$ cat src/rtl/pkg_botones.sv
// Shared definitions for the button-press detectors: FSM state encoding and default timing.
// Defaults assume a 12 MHz clock: 1 s long-press threshold, 200 ms auto-repeat.
package pkg_botones;

    typedef enum logic [1:0] {
        REPOSO     = 2'd0,
        PRESIONADO = 2'd1,
        LARGO      = 2'd2
    } estado_t;

    localparam int T_LARGO_DEF   = 12_000_000;
    localparam int T_REPETIR_DEF = 2_400_000;
    localparam int ANCHO_CNT_DEF = 24;

endpackage

$ cat src/rtl/detector_flanco.sv
// Registers the button level once and flags rising/falling edges against that copy.
// Edges are combinational from the current input; no backpressure.
module detector_flanco
    import pkg_botones::*;
(
    input  logic clk,
    input  logic rst,
    input  logic boton_i,
    output logic subida_o,
    output logic bajada_o
);

    logic b_q;

    always_ff @(posedge clk or posedge rst) begin
        if (rst) begin
            b_q <= 1'b0;
        end else begin
            b_q <= boton_i;
        end
    end

    assign subida_o = boton_i & ~b_q;
    assign bajada_o = ~boton_i & b_q;

endmodule

$ cat src/rtl/detector_pulsacion.sv
// Classifies button presses into short/long with auto-repeat while held.
// All outputs registered, pulses appear one cycle after the detecting edge; no backpressure.
module detector_pulsacion #(
    parameter int T_LARGO   = pkg_botones::T_LARGO_DEF,
    parameter int T_REPETIR = pkg_botones::T_REPETIR_DEF,
    parameter int ANCHO_CNT = pkg_botones::ANCHO_CNT_DEF
) (
    input  logic clk,
    input  logic rst,
    input  logic boton,
    output logic pulsado,
    output logic soltado,
    output logic corto,
    output logic largo,
    output logic repetir,
    output logic mantenido
);

    import pkg_botones::*;

    localparam longint LIMITE = longint'(1) << ANCHO_CNT;

    generate
        if (T_LARGO < 2 || T_REPETIR < 2 ||
            longint'(T_LARGO) > LIMITE || longint'(T_REPETIR) > LIMITE) begin : g_param_invalidos
            $error("detector_pulsacion: T_LARGO/T_REPETIR must be >= 2 and <= 2**ANCHO_CNT");
        end
    endgenerate

    localparam logic [ANCHO_CNT-1:0] FIN_LARGO   = ANCHO_CNT'(T_LARGO - 1);
    localparam logic [ANCHO_CNT-1:0] FIN_REPETIR = ANCHO_CNT'(T_REPETIR - 1);

    logic                 subida;
    logic                 bajada;
    estado_t              estado_q;
    logic [ANCHO_CNT-1:0] cnt_q;
    logic                 pulsado_q;
    logic                 soltado_q;
    logic                 corto_q;
    logic                 largo_q;
    logic                 repetir_q;
    logic                 mantenido_q;

    detector_flanco u_flanco (
        .clk      (clk),
        .rst      (rst),
        .boton_i  (boton),
        .subida_o (subida),
        .bajada_o (bajada)
    );

    // Release is tested before any terminal count so it always wins.
    always_ff @(posedge clk or posedge rst) begin
        if (rst) begin
            estado_q    <= REPOSO;
            cnt_q       <= '0;
            pulsado_q   <= 1'b0;
            soltado_q   <= 1'b0;
            corto_q     <= 1'b0;
            largo_q     <= 1'b0;
            repetir_q   <= 1'b0;
            mantenido_q <= 1'b0;
        end else begin
            pulsado_q <= 1'b0;
            soltado_q <= 1'b0;
            corto_q   <= 1'b0;
            largo_q   <= 1'b0;
            repetir_q <= 1'b0;
            case (estado_q)
                REPOSO: begin
                    mantenido_q <= 1'b0;
                    if (subida) begin
                        pulsado_q <= 1'b1;
                        cnt_q     <= '0;
                        estado_q  <= PRESIONADO;
                    end
                end
                PRESIONADO: begin
                    if (bajada) begin
                        soltado_q <= 1'b1;
                        corto_q   <= 1'b1;
                        estado_q  <= REPOSO;
                    end else if (cnt_q == FIN_LARGO) begin
                        largo_q     <= 1'b1;
                        mantenido_q <= 1'b1;
                        cnt_q       <= '0;
                        estado_q    <= LARGO;
                    end else begin
                        cnt_q <= cnt_q + 1'b1;
                    end
                end
                LARGO: begin
                    if (bajada) begin
                        soltado_q   <= 1'b1;
                        mantenido_q <= 1'b0;
                        estado_q    <= REPOSO;
                    end else if (cnt_q == FIN_REPETIR) begin
                        repetir_q <= 1'b1;
                        cnt_q     <= '0;
                    end else begin
                        cnt_q <= cnt_q + 1'b1;
                    end
                end
                default: begin
                    mantenido_q <= 1'b0;
                    cnt_q       <= '0;
                    estado_q    <= REPOSO;
                end
            endcase
        end
    end

    assign pulsado   = pulsado_q;
    assign soltado   = soltado_q;
    assign corto     = corto_q;
    assign largo     = largo_q;
    assign repetir   = repetir_q;
    assign mantenido = mantenido_q;

endmodule

$ cat config.mk
export PLATFORM = sky130hd
export DESIGN_NAME = detector_pulsacion
export DESIGN_NICKNAME = d
export VERILOG_FILES = /design/src/rtl/pkg_botones.sv /design/src/rtl/detector_flanco.sv /design/src/rtl/detector_pulsacion.sv
export SDC_FILE = /design/constraint.sdc
export NUM_CORES = 1
export LEC_CHECK = 0
export ABC_CLOCK_PERIOD_IN_PS = 3700
export CORE_MARGIN = 2
export CORE_UTILIZATION = 55
export DETAILED_ROUTE_END_ITERATION = 7
export PLACE_DENSITY_LB_ADDON = 0.1
export SLEW_MARGIN = 10
export SYNTH_ARGS = -nofsm -noshare
export SYNTH_HDL_FRONTEND = slang
export SYNTH_SLANG_ARGS = --single-unit
$ cat constraint.sdc
create_clock -name clk -period 3.7 [get_ports clk]
set_clock_uncertainty 0.05 [all_clocks]
set_input_delay 0.925 -clock clk [delete_from_list [all_inputs] [get_ports clk]]
set_output_delay 0.925 -clock clk [all_outputs]
set_load 0.05 [all_outputs]
# Yosys cells after proc, flatten, opt, wreduce, memory -nomap -nowiden

Index checks and enable logic that the tools add are counted.

Register bits: 33
Input port bits: 3
Output and inout bits: 6

Reduce and logical (&&, ||, !) cells: 5
Muxes and demuxes: 26
Add/subtract/negate cells: 1
Bitwise operators: 4
Eq/ne operators: 10

Operators with widths:

| operator                | number |
|---|---|
| $mux W24                | 5 |
| $pmux W24 S3            | 1 |
| $add A24 B1 Y24 const B | 1 |
| $eq A24 B22 Y1 const B  | 1 |
| $eq A24 B24 Y1 const B  | 1 |
| $mux W1                 | 14 |
| $ne A2 B2 Y1 const B    | 5 |
| $reduce_and A3 Y1       | 3 |
| $mux W2                 | 4 |
| $pmux W2 S3             | 1 |
| $ne A3 B3 Y1 const B    | 1 |
| $and A1 B1 Y1           | 2 |
| $eq A2 B1 Y1 const B    | 1 |
| $eq A2 B2 Y1 const B    | 1 |
| $logic_not A2 Y1        | 1 |
| $not A1 Y1              | 2 |
| $pmux W1 S2             | 1 |
| $reduce_or A2 Y1        | 1 |

# Longest topological paths before layout

Depth after elaboration: 4
Mapped depth: 9

# Modules after synthesis

From an unflattened synthesis, not the netlist that was laid out.

Cell total of the unflattened synthesis: 212
Area, all modules: 1981.9 µm²

By module, submodules not included:

| module             | times used | area each (µm²) | cells each |
|---|---|---|---|
| detector_pulsacion | 1          | 1938.1          | 208 |
| detector_flanco    | 1          | 43.8            | 4 |

# Worst setup path after synthesis

No wires, ideal clock.

Kind: register to register
Start: reg cnt_q[22]
End: reg cnt_q[7]
Library setup time: 130 ps
Data arrival time: 2489 ps
Setup slack: 1030 ps
Path buffers: 2
Stages on the path, launching flop included: 9
Data required time: 3520 ps
Cells stage by stage: dfrtp_1 > or4b_1 > or3_1 > or4_4 > a32o_2 > buf_6 > buf_6 > a31oi_1 > a31oi_1

Word-level cells in the longest chain between the ends: 4
Elaborated cells on any way between the ends: 7

RTL lines:

| element                                          | line                                               | text |
|---|---|---|
| start: declaration                               | detector_pulsacion.sv:36                           | `logic [ANCHO_CNT-1:0] cnt_q;` |
| start signal: assignment                         | detector_pulsacion.sv:89                           | `cnt_q <= cnt_q + 1'b1;` |
| start signal: assignment                         | detector_pulsacion.sv:101                          | `cnt_q <= cnt_q + 1'b1;` |
| $eq A24 B22 Y1 or $eq A24 B24 Y1 (tied branches) | detector_pulsacion.sv:97, detector_pulsacion.sv:83 |  |
| $mux W24 (on tied branches)                      | detector_pulsacion.sv:97, detector_pulsacion.sv:83 |  |
| $mux W24 (on tied branches)                      | detector_pulsacion.sv:93, detector_pulsacion.sv:79 |  |
| $pmux W24 S3 (*)                                 | detector_pulsacion.sv:69                           | `case (estado_q)` |

Every way passes the cells marked *; elsewhere a longest branch is shown, timed or not. The select of a mux whose other input is x is not followed.
A chain may end at the register's enable or synchronous reset.

# Worst setup path in the final report

Start: reg cnt_q[22]
End: reg cnt_q[15]

The elaborated chain is that of the path after synthesis.

==> reports/qor_table.md <==
| Parameter | Value | Unit |
| --- | --- | --- |
| Status | completed | - |
| Slowest cell delay on critical path | 580 | ps |
| Number of gates resized after CTS | 0 | - |
| Hold Crit Class | reg2reg | - |
| Effective utilization at floorplan | 0.582 | - |
| Fraction of the cycle the final worst path needs | 0.776 | - |
| Die H | 61.1 | um |
| Via count | 1,516 | - |
| Wire length after detailed routing | 3770 | um |
| DRT Pass-1 Iters | 5 | - |
| Cell type with the highest aggregate area in the netlist | sky130_fd_sc_hd__dfrtp_1 | - |
| Later-pin clock latency in the skew report | 340 | ps |
| List of cells traversed by the critical path | or4b_1 > or3_1 > or4_4 > a32o_2 > nor2_1 > nor2_1 | - |
| Die width | 61.1 | um |
| Data required time at the worst endpoint | 3870 | ps |
| Dpl hpwl | 2660 | um |
| Highest clock rate | 0.348 | GHz |
| Worst R2R Start | cnt_q[22]$_DFFE_PP0P_ | - |
| Cell class contributing the biggest share of worst-path delay | simple AND/OR/NAND/NOR gates | - |
| Number of endpoints with negative hold slack in the final report | 0 | - |
| Final GP Congestion | 0.874 | - |
| Most instantiated library cell after synthesis | sky130_fd_sc_hd__dfrtp_1 | - |
| Worst hold margin | 467 | ps |
| Period minus WS final | 2870 | ps |
| Unrepaired setup endpoints after global routing | no | - |
| Worst path slowest cell | sky130_fd_sc_hd__or4_4 | - |
| Count of hold-fix buffers inserted at cts | 0 | - |
| Clock sink count | 33 | - |
| Worst setup path category | reg2reg | - |
| Total buffers and inverters traversed by the critical path | 0 | - |
| MaxCap Viol Count | 0 | - |
| Peak supply drop | 0.220 | mV |
| Clock slew seen by the registers of the worst setup and hold paths | 100 | ps |
| Final antenna-violating net count | 0 | - |
| Hold endpoint | mantenido$_DFFE_PP0P_ | - |
| Slew at the pin with the worst max-slew slack | 494 | ps |
| # setup viols final | 0 | - |
| Post-synthesis sequential area ratio | 0.461 | - |
| Layout overhead on the synthesized area | 9.99 | % |
| Power Dens Cells | 466 | mW/mm^2 |
| Total DRC errors in the routed layout | 0 | - |
| Proportion of netlist area held by the largest area contributor | 0.461 | - |
| Post-layout net count | 218 | - |
| FF-to-FF setup slack | 830 | ps |
| Sequential cell area | 826 | um^2 |
| Post-synth EDFFs | 0 | - |
| Cell area after synthesis | 0.00179 | mm^2 |
| TritonCTS clock tree | built | - |
| Total Negative Setup Slacks | 0 | ps |
| Full die area | 0.00373 | mm^2 |
| Standard-cell rows | 20 | - |
| Ranking of synthesized cells by instance count | 33 x sky130_fd_sc_hd__dfrtp_1, 28 x sky130_fd_sc_hd__nor2_1, 19 x sky130_fd_sc_hd__nand2_1 | - |
| Top-level port count | 9 | - |
| Most frequently used flop master after synthesis | sky130_fd_sc_hd__dfrtp_1 | - |
| Total number of cells along the worst setup path | 6 | - |
| Leakage Power | 0.856 | nW |
| Detailed-route vias per instance | 5.95 | - |
| Startpoint of the most critical setup path | cnt_q[22]$_DFFE_PP0P_ | - |
| CP dominant cell by count | sky130_fd_sc_hd__nor2_1 | - |
| Crit-path max FO | 17 | - |
| Worst Setup End Kind | register | - |
| CTS Buf Count | 5 | - |
| GRT Residual Overflow | 0 | - |
| Worst hold start | mantenido$_DFFE_PP0P_ | - |
| Number of global-route vias before repair | 1,453 | - |
| Footprint of the multi-input gates | 897 | um^2 |
| Number of inserted diodes | 0 | - |
| Htree depth | 2 | - |
| Cell depth of the worst min-delay path | 2 | - |
| I/O Buffers | 8 | - |
| Standard cell core area | 0.00308 | mm^2 |
| Slew Viols, Final | 0 | - |
| Post-CTS Setup Inserts | 0 | - |
| Post-synth cell types | 38 | - |
| Clock root buffer master | sky130_fd_sc_hd__clkbuf_4 | - |
| CP startpoint kind | register | - |
| Synthesized area divided by synthesized cell count | 9.09 | um^2 |
| CTS max path bufs | 2 | - |
| Maximum number of pins on one net before global-route repair | 34 | - |
| Synthesis warning total | 0 | - |
| Final routed wire length divided by cell count | 14.8 | um |
| GRT Total Usage | 0.234 | - |
| First-pass GRT wire length | 6420 | um |
| Reg-to-reg critical path endpoint | cnt_q[15]$_DFFE_PP0P_ | - |
| Layout cells sized above 1 | 0.0711 | - |
| Crit path DAT | 3040 | ps |
| Antenna violations before repair | 0 | - |
| Number of cells on the worst reg-to-reg path | 6 | - |
| Share of synthesized registers carrying an async set or reset | 1.00 | - |
| Number of register bits inferred by synthesis | 33 | - |
| Tightest slew margin relative to the limit | 0.669 | - |
| Top cells by area, synth | sky130_fd_sc_hd__dfrtp_1 46%, sky130_fd_sc_hd__nor2_1 5.9%, sky130_fd_sc_hd__a22o_1 4.4%, sky130_fd_sc_hd__o21ai_0 4.2%, sky130_fd_sc_hd__nand2_1 4.0% | - |
| Net Count, Synth | 204 | - |
| DRC violation total after the first TritonRoute iteration | 77 | - |
| Fill cell instance count of the final layout | 271 | - |
| Post-Synthesis Cells | 197 | - |
[state kept, by name, summed over array words and instances (netlist names)]
signal and flops:
mantenido 1, repetir 1, corto 1, cnt_q 24
largo 1, estado_q 2, soltado 1, pulsado 1
u_flanco.b_q 1
[cells by family after synthesis]
family                     synth area share
xor gates and xnor gates             0.0245
and+or+nand+nor                       0.263
AOI/OAI and AO/OA                     0.186
DFF                                   0.461
adders and majority gates            0.0280
buffers and inverters                0.0377
[power breakdown]
part / internal, mW / leakage, nW / switching (mW)
Combinational: 0.106 / 0.370 / 0.215
Clock: 0.0896 / 0.0314 / 0.117
Sequential: 0.377 / 0.455 / 0.0124
Total: 0.573 / 0.856 / 0.345
[how the worst max path moves through the flow]
stage / to / slack, ps
floorplan: cnt_q[7]$_DFFE_PP0P_ / 1030
global placement: cnt_q[21]$_DFFE_PP0P_ / 880
detailed placement: cnt_q[17]$_DFFE_PP0P_ / 870
CTS: cnt_q[17]$_DFFE_PP0P_ / 850
global route: cnt_q[15]$_DFFE_PP0P_ / 700
finish: cnt_q[15]$_DFFE_PP0P_ / 830
[tightest hold or removal path, cell delays in order (launching register included)]
cell and delay [ps]:
sky130_fd_sc_hd__dfrtp_1 350, sky130_fd_sc_hd__o21ai_0 80, sky130_fd_sc_hd__o31ai_1 60
[metrics by stage]
stage | instance area, um^2 | utilization | worst slack, ps | power, mW | std cells
after CTS | 1970 | 0.640 | 851 | 0.924 | 255
after detailed placement | 1910 | 0.622 | 872 | 0.717 | 248
final | 1970 | 0.640 | 829 | 0.918 | 255
after floorplan | 1790 | - | 1030 | 0.653 | 197
after global routing | 1970 | 0.640 | 697 | 0.973 | 255
after global placement | 1910 | 0.622 | 881 | 0.708 | 248
[layout by cell type, fill, tap and decap left out, types with 6 or more instances in the layout]
cell / n
sky130_fd_sc_hd__nand3_1: 13
sky130_fd_sc_hd__nand2_1: 19
sky130_fd_sc_hd__nor2_1: 28
sky130_fd_sc_hd__a21oi_1: 7
sky130_fd_sc_hd__a22o_1: 9
sky130_fd_sc_hd__nor3_1: 6
sky130_fd_sc_hd__clkdlybuf4s50_1: 8
sky130_fd_sc_hd__o21ai_0: 15
sky130_fd_sc_hd__inv_1: 9
sky130_fd_sc_hd__dfrtp_1: 33
[final cells by class]
type,count,area share
timing repair buffer,11,0.0521
sequential,33,0.419
tap,44,0.0280
multi-input combinational,151,0.456
clock buffer,7,0.0280
inverter,9,0.0172
[layer usage]
metal / track usage / vias to the layer above / routed length (um)
met5: 0 / - / 0
met4: 0.0870 / 0 / 49
met3: 0.0609 / 6 / 167
met2: 0.389 / 31 / 1790
met1: 0.292 / 733 / 1760
li1: - / 746 / -
Power figures use the tool's default switching activity.
